==> src/rtl/serial_ctrl_pkg.sv <==
// rtl/serial_ctrl_pkg.sv - shared types, sizes and helpers for the serial control-bus slave
package serial_ctrl_pkg;

  typedef enum logic [2:0] {
    IDLE,
    HDR,
    WDATA,
    RDATA,
    DONE
  } state_t;

  // Frame geometry at the default widths (7-bit address, 32-bit data).
  localparam int DEF_ADDR_W = 7;
  localparam int DEF_DATA_W = 32;
  localparam int HDR_W      = DEF_ADDR_W + 1;
  localparam int FRAME_LEN  = HDR_W + DEF_DATA_W;

  function automatic int clog2(input int value);
    int r;
    r = 0;
    while ((1 << r) < value) r++;
    return r;
  endfunction

endpackage

==> src/rtl/serial_ctrl_slave_sync_edge.sv <==
// rtl/serial_ctrl_slave_sync_edge.sv - 2-flop synchroniser with single-cycle rise/fall pulses
//   clk      in   sampling clock
//   reset_n  in   asynchronous active-low reset
//   async_in in   asynchronous level to synchronise
//   rise     out  one-cycle pulse on a synchronised 0->1 transition
//   fall     out  one-cycle pulse on a synchronised 1->0 transition
module sync_edge (
  input  logic clk,
  input  logic reset_n,
  input  logic async_in,
  output logic rise,
  output logic fall
);

  logic meta_q;
  logic sync_q;
  logic prev_q;

  always_ff @(posedge clk or negedge reset_n) begin
    if (!reset_n) begin
      meta_q <= 1'b0;
      sync_q <= 1'b0;
      prev_q <= 1'b0;
    end else begin
      meta_q <= async_in;
      sync_q <= meta_q;
      prev_q <= sync_q;
    end
  end

  assign rise = sync_q & ~prev_q;
  assign fall = ~sync_q & prev_q;

endmodule

==> src/rtl/serial_ctrl_slave.sv <==
// rtl/serial_ctrl_slave.sv - serial control-bus slave with atomic write commit and readback bank
//   master_clk      in   system clock (>= 8x serial_clock)
//   reset_n         in   asynchronous active-low reset
//   serial_clock    in   serial bit clock (asynchronous)
//   serial_enable   in   frame enable, active high (asynchronous)
//   serial_data_in  in   serial data from master, MSB first
//   serial_data_out out  readback bit, valid while serial_data_oe
//   serial_data_oe  out  pad output enable during reads
//   serial_addr     out  address of last committed write
//   serial_data     out  data of last committed write
//   serial_strobe   out  one-cycle pulse on write commit
//   read_strobe     out  one-cycle pulse when a read header completes
//   read_addr       out  address of the current read
//   frame_error     out  one-cycle pulse on aborted or overrun frame
//   readback_flat   in   readback words, word i at [i*DATA_W +: DATA_W]
module serial_ctrl_slave
  import serial_ctrl_pkg::*;
#(
  parameter int ADDR_W  = 7,
  parameter int DATA_W  = 32,
  parameter int NUM_RB  = 8,
  parameter int RB_BASE = 1
) (
  input  logic                     master_clk,
  input  logic                     reset_n,
  input  logic                     serial_clock,
  input  logic                     serial_enable,
  input  logic                     serial_data_in,
  output logic                     serial_data_out,
  output logic                     serial_data_oe,
  output logic [ADDR_W-1:0]        serial_addr,
  output logic [DATA_W-1:0]        serial_data,
  output logic                     serial_strobe,
  output logic                     read_strobe,
  output logic [ADDR_W-1:0]        read_addr,
  output logic                     frame_error,
  input  logic [NUM_RB*DATA_W-1:0] readback_flat
);

  localparam int HDR_LEN = ADDR_W + 1;
  localparam int FRM_LEN = HDR_LEN + DATA_W;
  // Wide enough to hold the saturated overrun value FRM_LEN+1.
  localparam int CTR_W   = clog2(FRM_LEN + 2);

  localparam logic [CTR_W-1:0] CTR_HDR_LAST = CTR_W'(HDR_LEN - 1);
  localparam logic [CTR_W-1:0] CTR_HDR_DONE = CTR_W'(HDR_LEN);
  localparam logic [CTR_W-1:0] CTR_LAST     = CTR_W'(FRM_LEN - 1);
  localparam logic [CTR_W-1:0] CTR_FULL     = CTR_W'(FRM_LEN);
  localparam logic [CTR_W-1:0] CTR_SAT      = CTR_W'(FRM_LEN + 1);

  logic sclk_rise;
  logic sclk_fall;
  logic en_rise;
  logic en_fall;

  sync_edge u_sclk_sync (
    .clk      (master_clk),
    .reset_n  (reset_n),
    .async_in (serial_clock),
    .rise     (sclk_rise),
    .fall     (sclk_fall)
  );

  sync_edge u_en_sync (
    .clk      (master_clk),
    .reset_n  (reset_n),
    .async_in (serial_enable),
    .rise     (en_rise),
    .fall     (en_fall)
  );

  // Data goes through the same two-flop depth as the clock so that the bit
  // seen with sclk_rise is the one the master presented at that edge.
  logic din_meta;
  logic din_sync;

  always_ff @(posedge master_clk or negedge reset_n) begin
    if (!reset_n) begin
      din_meta <= 1'b0;
      din_sync <= 1'b0;
    end else begin
      din_meta <= serial_data_in;
      din_sync <= din_meta;
    end
  end

  state_t              state;
  logic [CTR_W-1:0]    bit_ctr;
  logic [HDR_LEN-2:0]  hdr_sr;
  logic [DATA_W-1:0]   wdata_sr;
  logic [DATA_W-1:0]   rd_sr;
  logic [ADDR_W-1:0]   shadow_addr;
  logic                is_read;

  logic [HDR_LEN-1:0]  hdr_next;
  logic [ADDR_W-1:0]   hdr_addr;
  logic [DATA_W-1:0]   rb_word;

  always_comb begin
    hdr_next = {hdr_sr, din_sync};
    hdr_addr = hdr_next[ADDR_W-1:0];
    rb_word  = '0;
    for (int i = 0; i < NUM_RB; i++) begin
      if (int'(hdr_addr) == RB_BASE + i) rb_word = readback_flat[i*DATA_W +: DATA_W];
    end
  end

  assign serial_data_out = serial_data_oe & rd_sr[DATA_W-1];

  always_ff @(posedge master_clk or negedge reset_n) begin
    if (!reset_n) begin
      state          <= IDLE;
      bit_ctr        <= '0;
      hdr_sr         <= '0;
      wdata_sr       <= '0;
      rd_sr          <= '0;
      shadow_addr    <= '0;
      is_read        <= 1'b0;
      serial_data_oe <= 1'b0;
      serial_addr    <= '0;
      serial_data    <= '0;
      serial_strobe  <= 1'b0;
      read_strobe    <= 1'b0;
      read_addr      <= '0;
      frame_error    <= 1'b0;
    end else begin
      serial_strobe <= 1'b0;
      read_strobe   <= 1'b0;
      frame_error   <= 1'b0;

      if (en_rise) begin
        // Also covers a re-assertion before the previous fall was seen.
        state          <= HDR;
        bit_ctr        <= '0;
        is_read        <= 1'b0;
        serial_data_oe <= 1'b0;
      end else if (en_fall) begin
        // en_fall takes priority, so a coincident sclk_rise is dropped.
        case (state)
          DONE: begin
            if (bit_ctr != CTR_FULL) begin
              frame_error <= 1'b1;
            end else if (!is_read) begin
              serial_addr   <= shadow_addr;
              serial_data   <= wdata_sr;
              serial_strobe <= 1'b1;
            end
          end
          HDR, WDATA, RDATA: frame_error <= 1'b1;
          default: ;
        endcase
        state          <= IDLE;
        serial_data_oe <= 1'b0;
      end else begin
        if (sclk_rise && state != IDLE && bit_ctr != CTR_SAT) bit_ctr <= bit_ctr + 1'b1;

        case (state)
          HDR: begin
            if (sclk_rise) begin
              hdr_sr <= hdr_next[HDR_LEN-2:0];
              if (bit_ctr == CTR_HDR_LAST) begin
                shadow_addr <= hdr_addr;
                if (hdr_next[HDR_LEN-1]) begin
                  state          <= RDATA;
                  is_read        <= 1'b1;
                  read_strobe    <= 1'b1;
                  read_addr      <= hdr_addr;
                  rd_sr          <= rb_word;
                  serial_data_oe <= 1'b1;
                end else begin
                  state <= WDATA;
                end
              end
            end
          end
          WDATA: begin
            if (sclk_rise) begin
              wdata_sr <= {wdata_sr[DATA_W-2:0], din_sync};
              if (bit_ctr == CTR_LAST) state <= DONE;
            end
          end
          RDATA: begin
            // The fall right after the header keeps the MSB in place so the
            // master's first data rise samples it; later falls advance.
            if (sclk_fall && bit_ctr != CTR_HDR_DONE) rd_sr <= {rd_sr[DATA_W-2:0], 1'b0};
            if (sclk_rise && bit_ctr == CTR_LAST) state <= DONE;
          end
          default: ;
        endcase
      end
    end
  end

endmodule

==> config.mk <==
export PLATFORM = sky130hd
export DESIGN_NAME = serial_ctrl_slave
export DESIGN_NICKNAME = d
export VERILOG_FILES = /design/src/rtl/serial_ctrl_pkg.sv /design/src/rtl/serial_ctrl_slave_sync_edge.sv /design/src/rtl/serial_ctrl_slave.sv
export SDC_FILE = /design/constraint.sdc
export NUM_CORES = 1
export LEC_CHECK = 0
export BUFFER_PORTS_ARGS = -buffer_cell sky130_fd_sc_hd__buf_2
export CAP_MARGIN = 20
export CORE_ASPECT_RATIO = 0.7
export CORE_MARGIN = 2
export CORE_UTILIZATION = 24
export DETAILED_ROUTE_END_ITERATION = 6
export HOLD_SLACK_MARGIN = 0.05
export PLACE_DENSITY_LB_ADDON = 0.25
export SLEW_MARGIN = 20
export SYNTH_ARGS = -nofsm -noshare
export SYNTH_HDL_FRONTEND = slang
export SYNTH_HIERARCHICAL = 1
export SYNTH_SLANG_ARGS = --single-unit
==> constraint.sdc <==
create_clock -name master_clk -period 2.35 [get_ports master_clk]
set_input_delay 0.235 -clock master_clk [delete_from_list [all_inputs] [get_ports master_clk]]
set_output_delay 0.235 -clock master_clk [all_outputs]
set_load 0.02 [all_outputs]
# After elaboration in Yosys (flattened, before gate mapping)
# Cells that the tools add are included.
[word_totals] elab_cells=138 reg_bits=146 ram_bits=0 latchBits=0 mem_bits_ro=0 inputBits=261 n_memories=0
[op_classes] div=0 bitwise=13 n_reduce_logical=27 n_eq_ne=27 n_addsub=1 n_mul=0 order_cmp=0 shifts=0 n_mux=48
[op_table] op="two-way mux 32 bit" n=12
[op_table] op="one-hot mux 32 bit (2 select lines)" n=1
[op_table] op="equality test 7 x 4 -> 1 bit (second input constant)" n=4
[op_table] op="two-way mux 1 bit" n=23
[op_table] op="two-way mux 3 bit" n=7
[op_table] op="!= test 4 bit (second input constant)" n=5
[op_table] op="two-way mux 6 bit" n=3
[op_table] op="AND reduction 5 bit" n=3
[op_table] op="nonzero test 3 bit" n=5
[op_table] op="equality test 7 x 3 -> 1 bit (second input constant)" n=2
[op_table] op="!= test 6 bit (second input constant)" n=2
[op_table] op="AND reduction 4 bit" n=3
[op_table] op="AND reduction 6 bit" n=2
[op_table] op="nonzero test 2 bit" n=6
[op_table] op="!= test 2 bit (second input constant)" n=5
[op_table] op="one-hot mux 3 bit (3 select lines)" n=1
[op_table] op="inverter 1 bit" n=8
[op_table] op="equality test 7 x 2 -> 1 bit (second input constant)" n=1
[op_table] op="equality test 7 x 5 -> 1 bit (second input constant)" n=1
[op_table] op="AND reduction 7 bit" n=1
[op_table] op="adder 6 x 1 -> 6 bit (second input constant)" n=1
[op_table] op="equality test 3 x 2 -> 1 bit (second input constant)" n=2
[op_table] op="equality test 6 x 3 -> 1 bit (second input constant)" n=1
[op_table] op="equality test 6 bit (second input constant)" n=1
[op_table] op="other kinds (9)" n=16

# Logic depth before layout (Yosys ltp)
# Gate-level depths: netlist of the first run.
[logic_depth] depth_word=13 mapped_depth=9

# Hierarchy
# The synthesis of the first run kept the hierarchy.
[by_module_without_submodules] mod="serial_ctrl_slave" cells_each=814 area_per_inst_um2=8119.0 n_inst=1
[by_module_without_submodules] mod="sync_edge" cells_each=5 area_per_inst_um2=90.1 n_inst=2

# Worst setup path after synthesis of the first run
# No wires, ideal clock.
[synth_path] kind="reg2reg" startpoint="register u_en_sync.prev_q" endpoint="register read_addr[2]" arrival_ns=2.170 setup_time_ns=0.125 path_slack_ns=0.055 stages_incl_launch_ff=8 period_less_slack_ns=2.295 path_cell_list="dfrtp_1 -> and2b_2 -> nand2b_1 -> or4b_1 -> buf_4 -> nor3_4 -> nand2_4 -> mux2_4"
[synth_via] elab_cells_between_ends=6
[synth_rtl] element="start, declared" line_no="serial_ctrl_slave_sync_edge.sv:17" rtl="logic prev_q;"
[synth_rtl] element="start signal, assigned" line_no="serial_ctrl_slave_sync_edge.sv:27" rtl="prev_q <= sync_q;"
[synth_rtl] element="bitwise AND 1 bit" line_no="serial_ctrl_slave_sync_edge.sv:32" rtl="assign fall = ~sync_q & prev_q;"
[synth_rtl] element="named net en_fall" line_no="serial_ctrl_slave.sv:54" rtl="logic en_fall;"
[synth_rtl] element="inverter 1 bit (no source line)"
[synth_rtl] element="AND reduction 6 bit (no source line)"
[synth_rtl] element="end signal, assigned" line_no="serial_ctrl_slave.sv:167" rtl="read_addr <= hdr_addr;"
[synth_rtl] element="end, declared" line_no="serial_ctrl_slave.sv:35" rtl="output logic [ADDR_W-1:0] read_addr,"
# The timed path passes the listed nets, and every way through them passes these cells.
# A chain may end at the register's enable or synchronous reset.

# Final worst setup path of the first run
[layout_path] startpoint="register u_en_sync.sync_q" endpoint="register read_addr[2]"
[layout_via] elab_chain_cells=4 elab_cells_between_ends=6
[layout_lines] element="start, declared" line_no="serial_ctrl_slave_sync_edge.sv:16" rtl="logic sync_q;"
[layout_lines] element="start signal, assigned" line_no="serial_ctrl_slave_sync_edge.sv:26" rtl="sync_q <= meta_q;"
[layout_lines] element="inverter 1 bit" line_no="serial_ctrl_slave_sync_edge.sv:32"
[layout_lines] element="bitwise AND 1 bit" line_no="serial_ctrl_slave_sync_edge.sv:32"
[layout_lines] element="named net en_fall" line_no="serial_ctrl_slave.sv:54"
[layout_lines] element="inverter 1 bit (no source line)"
[layout_lines] element="AND reduction 6 bit (no source line)"
# The timed path passes the listed nets, and every way through them passes these cells.

==> impl_metrics.yaml, run 1 <==
outcome:
  status: "completed"
die:
  start_util_pct: 24.6
  core_area_mm2: 0.0338
  die_x_um: 226
  die_area_mm2: 0.0361
  io_pins: 312
  die_h_um: 160
  num_rows: 56
logic_synthesis:
  synth-edff-count: 0
  synth_compound_area_share_pct: 16.2
  yosysTopAreaCellShare_pct: 44.0
  syn_nets: 1088
  synth-seq-area-share_pct: 44.0
  synth_cells: 824
  synthAdderAreaFrac_pct: 0.452
  synth_flop_cell: "dfrtp_1"
  synth-simple-area-share_pct: 13.7
  synth_top_family_by_area: "multiplexers"
  synth_area_mm2: 0.00830
  ys_types: 59
  synthArstFlopShare_pct: 100
  syn_area_per_cell_um2: 10.1
  synth.largest_area_cell: "dfrtp_1"
  synth_xor_xnor_area_share_pct: 0.528
  yosys_warnings: 6
  synthTopCellsByArea: "dfrtp_1 44%, mux2_2 17%, a21oi_1 4.0%"
  ys_ff_latch: 146
  muxShareOfSynthArea_pct: 20.9
clock_tree:
  clk_pin_slew_ns: 0.07
  cts_max_level: 4
  clock_sinks: 146
  cts_inserted_buffers: 17
  clock-root-buffer: "clkbuf_16"
  cts_buffer_depth: 2
  cts_tree: "yes"
  clkLatencyLatePin_ns: 0.42
sta:
  final.setup_skew_ns: 0.0115
  fmax_mhz: 445
  setup-violations-final: 0
  relSlewSlack_pct: 43.3
  hold_violations: 0
  finalCritPeriodShare_pct: 95.7
  hold_slack_ns: 0.0976
  rsz0062_at_grt: "true"
  drv_slew: 0
  period_needed_ns: 2.25
  worst_pin_slew_ns: 0.846
worst_setup_path:
  start_kind: "flip-flop"
  end_kind: "flip-flop"
  worstSetupPathType: "reg -> reg"
  crit_required_ns: 2.65
  cpPeakStageDelay_ns: 0.55
  cpMaxStageDelayCell: "or4b_1"
  reg2reg_slack_ns: 0.10
  cp_data_arrival_time_ns: 2.55
  cp_max_fo: 10
  crit_chain: "and2b_2 > nand2b_1 > or4b_1 > nor3_4 > nand2_4 > mux2_4"
global_route:
  antenna_found_initial: 7
  track_usage_pct: 16.7
  grt-ovfl-total: 0
  grt_pass1_vias: 7948
  grt_pass1_wl_um: 46400
  grt_start_max_net_pins: 75
placement:
  gp_congestion: 0.842
  hpwl_um: 23000
  io_buffers: 311
  post_dp_cell_area_mm2: 0.0106
routing:
  num_vias: 7783
  dr.pass1.iters: 4
  first_iter_violations: 480
  detail_route.wl_per_cell_um: 18.6
  routed_via_density: 4.82
  drc: 0
  wl_um: 30100
  postRouteAntennaNets: 0
power:
  ir_drop_mv: 0.477
  power_mw: 8.16
  power_leakage_nw: 5.42
  power.density_mw_per_mm2: 721
layout:
  nets: 1397
  drive_above_1_share_pct: 47.5
  area_growth_pct: 36.4
  design_area_mm2: 0.0113
  nFillCells: 3599
run:
  drv_cap: 0
min_path:
  hold_class: "in -> reg"
-- critical path, delay by kind of cell, from the launching register on --
family,cells,cell delay (ns)
mux,1,0.33
simple gates,5,1.44
flops,1,0.36
-- state kept, by name, indices dropped and copies added (netlist names), 3 cells and up --
register and count:
bit_ctr 6, hdr_sr 7, rd_sr 32, read_addr 7, serial_addr 7, serial_data 32
shadow_addr 7, state 3, wdata_sr 32
-- area by class of cell --
class / count / area (um^2) / area share (%)
inverter: 14 / 52.6 / 0.464
timing repair buffer: 362 / 2070 / 18.3
sequential: 146 / 3660 / 32.3
clock inverter: 14 / 164 / 1.45
antenna: 5 / 12.5 / 0.111
clock buffer: 18 / 429 / 3.79
multi-input combinational: 592 / 4350 / 38.4
tap: 464 / 581 / 5.13
-- where the power goes --
part | switching, mW | leakage (nW) | internal [mW]
clock network | 1.12 | 0.286 | 1.67
registers | 0.106 | 1.85 | 2.57
logic | 1.62 | 3.29 | 1.09
-- layout by cell type (no fill, tap or decap), types with 23 or more instances in the layout --
master and count:
buf_2 310, dfrtp_1 144, mux2_2 124, nor2_1 70
a21oi_1 65, nor3_1 54, nand2_1 47, buf_4 36
o211ai_1 23
-- layer usage --
layer	global-route usage, %	wire (um)
met5	0	0
met4	3.62	267
met3	4.61	1990
met2	24.4	13100
met1	24.3	14700
-- cell usage after synthesis (all sizes together), types with 4 or more instances --
master and n:
o2bb2ai 5, buf 21, nand2b 9, a2111oi 8, nor2 70, dfrtp 146
o211ai 23, mux2i 19, mux2 131, a211oi 4, a41oi 5, o22ai 22
nand2 48, nand3 10, and3 8, nor3 57, a221oi 19, a21oi 66
inv 14, and4 4, o21ai 23, clkbuf 51, a221o 6, a22oi 8
-- worst paths after layout --
path	endpoint	cells after the start	from
max in group asynchronous	shadow_addr[0]	3	reset_n
worst min-delay path	rd_sr[8]	3	readback_flat[200]
worst min register to register	u_sclk_sync/sync_q	0	u_sclk_sync/meta_q
min in group asynchronous	din_meta	2	reset_n
worst max register to register	read_addr[2]	6	u_en_sync/sync_q
worst max-delay path	read_addr[2]	6	u_en_sync/sync_q
-- kinds of logic after synthesis --
logic type,after synthesis
compound gates,202
fa+ha+maj,3
flops,146
xor+xnor,5
buf+inv,86
mux,152
simple gates,230
-- per-stage QoR --
stage | setup WS [ns] | TNS [ns] | utilization [%] | instances
floorplan | 0.0552 | 0 | - | 824
global placement | 0.0256 | 0 | 31.4 | 1573
detailed placement | -0.126 | -0.131 | 31.4 | 1573
CTS | 0.0293 | 0 | 33.3 | 1609
global route | -0.0122 | -0.0138 | 33.5 | 1612
finish | 0.102 | 0 | 33.5 | 1615
-- what timing repair did --
action                                  4_1_cts  5_1_grt
endpoints found under the setup margin        4       36
hold buffers                                  4        0
resized for setup                             4       11
buffers inserted                              0        1
hold endpoints to repair                     45        0
(Power assumes the default switching activity.)
==> inputs of run 2 (changes only) <==
Settings changed: REMOVE_ABC_BUFFERS from default to 1.
==> run 2 against run 1 <==
Net effect:
- register-to-register slack got worse by 0.02 ns
- design area fell by 0.12%
- total power rose by 0.84%
- sequential power barely moved
- clock skew barely moved
- worst setup slack got worse by 0.016 ns
- count of clock-buffer cells in the layout rose by 1
- first-iteration DRC count fell by 2.7%
- sequential cell count did not move
==> impl_metrics.yaml, run 2 (synthesized netlist as in run 1, its figures left out) <==
layout:
  reg_top3: "rd_sr x32, serial_data x32, wdata_sr x32"
  final_cell_mix: "310 x buf_2, 143 x dfrtp_1, 124 x mux2_2"
  nFillCells: 3538
  design_area_mm2: 0.0113
  multi_input_area_mm2: 0.00434
  area_growth_pct: 36.2
  ff_latch_area_mm2: 0.00366
  nets: 1395
  final_common_cell: "buf_2"
  drive_above_1_share_pct: 47.2
routing:
  dr.pass1.iters: 5
  wl_met2_um: 13800
  wl_met1_um: 14700
  top_layer_used: "met4"
  wl_met3_um: 1670
  wl_um: 30700
  routed_via_density: 4.86
  first_iter_violations: 467
  detail_route.wl_per_cell_um: 19.1
  drc: 0
  num_vias: 7830
  postRouteAntennaNets: 0
worst_setup_path:
  crit_chain: "buf_12 > mux2_2 > o22ai_1 > nor2_1 > a2111oi_1 > buf_4 > o21ai_0"
  cp_max_fo: 29
  cp_data_arrival_time_ns: 2.58
  r2r.worst_path.cells: 7
  worstSetupPathType: "reg -> reg"
  crit_path_start: "din_sync"
  cpMaxStageDelayCell: "a2111oi_1"
  r2r_start: "din_sync"
  cpPeakStageDelay_ns: 0.57
  start_kind: "flip-flop"
  crit_required_ns: 2.66
  end_kind: "flip-flop"
placement:
  post_dp_cell_area_mm2: 0.0107
  gp_congestion: 0.834
  io_buffers: 311
  hpwl_um: 22600
die:
  num_rows: 56
  die_area_mm2: 0.0361
  core_area_mm2: 0.0338
  die_h_um: 160
  die_x_um: 226
  start_util_pct: 24.6
  io_pins: 312
global_route:
  antenna_found_initial: 3
  grt-ovfl-total: 0
  track_usage_pct: 16.9
  grt_start_max_net_pins: 64
  grt_pass1_wl_um: 46700
  grt_pass1_vias: 8040
clock_tree:
  cts_inserted_buffers: 17
  post_cts_buffers: 0
  clock-root-buffer: "clkbuf_16"
  cts_buffer_depth: 2
  clk_pin_slew_ns: 0.07
  clock_sinks: 146
  clkLatencyLatePin_ns: 0.43
  cts_max_level: 4
  cts_tree: "yes"
sta:
  fin_tns_setup_ns: 0
  finalCritPeriodShare_pct: 96.3
  fmax_mhz: 442
  setup-violations-final: 0
  hold_slack_ns: 0.0880
  period_needed_ns: 2.26
  worst_pin_slew_ns: 1.05
  relSlewSlack_pct: 29.6
  final.setup_skew_ns: 0.0114
  hold_violations: 0
  drv_slew: 0
  rsz0062_at_grt: "true"
min_path:
  hold_class: "in -> reg"
  min_path_cells: 3
  hp-start: "readback_flat[212]"
power:
  power_leakage_nw: 5.43
  ir_drop_mv: 0.405
  power.density_mw_per_mm2: 728
run:
  drv_cap: 0
outcome:
  status: "completed"
## run 2: cell count changes in the layout (fill, tap and decap cells not counted), moves of 2 or more
cell,before,now
buf_4,36,31
buf_12,8,12
a2111oi_0,5,7
clkinv_2,5,3
diode_2,5,3
## run 2: final cells by class
class / instances / area share (%)
Multi-Input combinational cell: 593 / 38.4
Inverter: 14 / 0.465
Clock inverter: 12 / 1.17
Tap cell: 464 / 5.14
Sequential cell: 146 / 32.4
Antenna cell: 3 / 0.0664
Timing Repair Buffer: 359 / 18.5
Clock buffer: 19 / 3.92
## run 2: metal layers
layer  vias up  GRT usage, %
met1      3861          23.8
met3        39          3.23
met4         0          5.05
met2       259          26.1
li1       3671             -
met5         -             0
## run 2: stage by stage
stage / std cells / utilization [%] / setup WS, ns / power, mW
final: 1610 / 33.5 / 0.0859 / 8.23
after global routing: 1610 / 33.5 / -0.00906 / 8.73
after CTS: 1606 / 33.4 / 0.0643 / 8.28
after detailed placement: 1571 / 31.6 / 0.0714 / 5.52
after global placement: 1571 / 31.6 / 0.0349 / 5.52
after floorplan: 752 / - / -1.80 / 4.17
## run 2: critical path, delay by kind of cell (launching register included)
kind	cells	cell delay [ns]
multiplexers	1	0.37
AND/OR/NAND/NOR	1	0.06
flip-flops	1	0.49
buffers and inverters	2	0.42
AO/OA/AOI/OAI	3	0.79
## run 2: final timing paths
path,to,slack (ns)
min,rd_sr[20],0.09
max,rd_sr[6],0.09
min in group asynchronous,serial_data[3],0.36
max in group asynchronous,din_sync,1.20
min reg2reg,u_sclk_sync/sync_q,0.37
max reg2reg,rd_sr[6],0.09
## run 2: timing repair
| item | CTS | global route |
|---|---|---|
| hold endpoints to repair | 62 | 0 |
| resized for setup | 0 | 3 |
| hold buffers | 4 | 0 |
| endpoints found under the setup margin | 0 | 24 |
## run 2: power by group
group / switching (mW) / total (mW) / internal [mW]
clock network: 1.13 / 2.71 / 1.59
logic: 1.69 / 2.81 / 1.12
registers: 0.135 / 2.71 / 2.57
total: 2.95 / 8.23 / 5.28
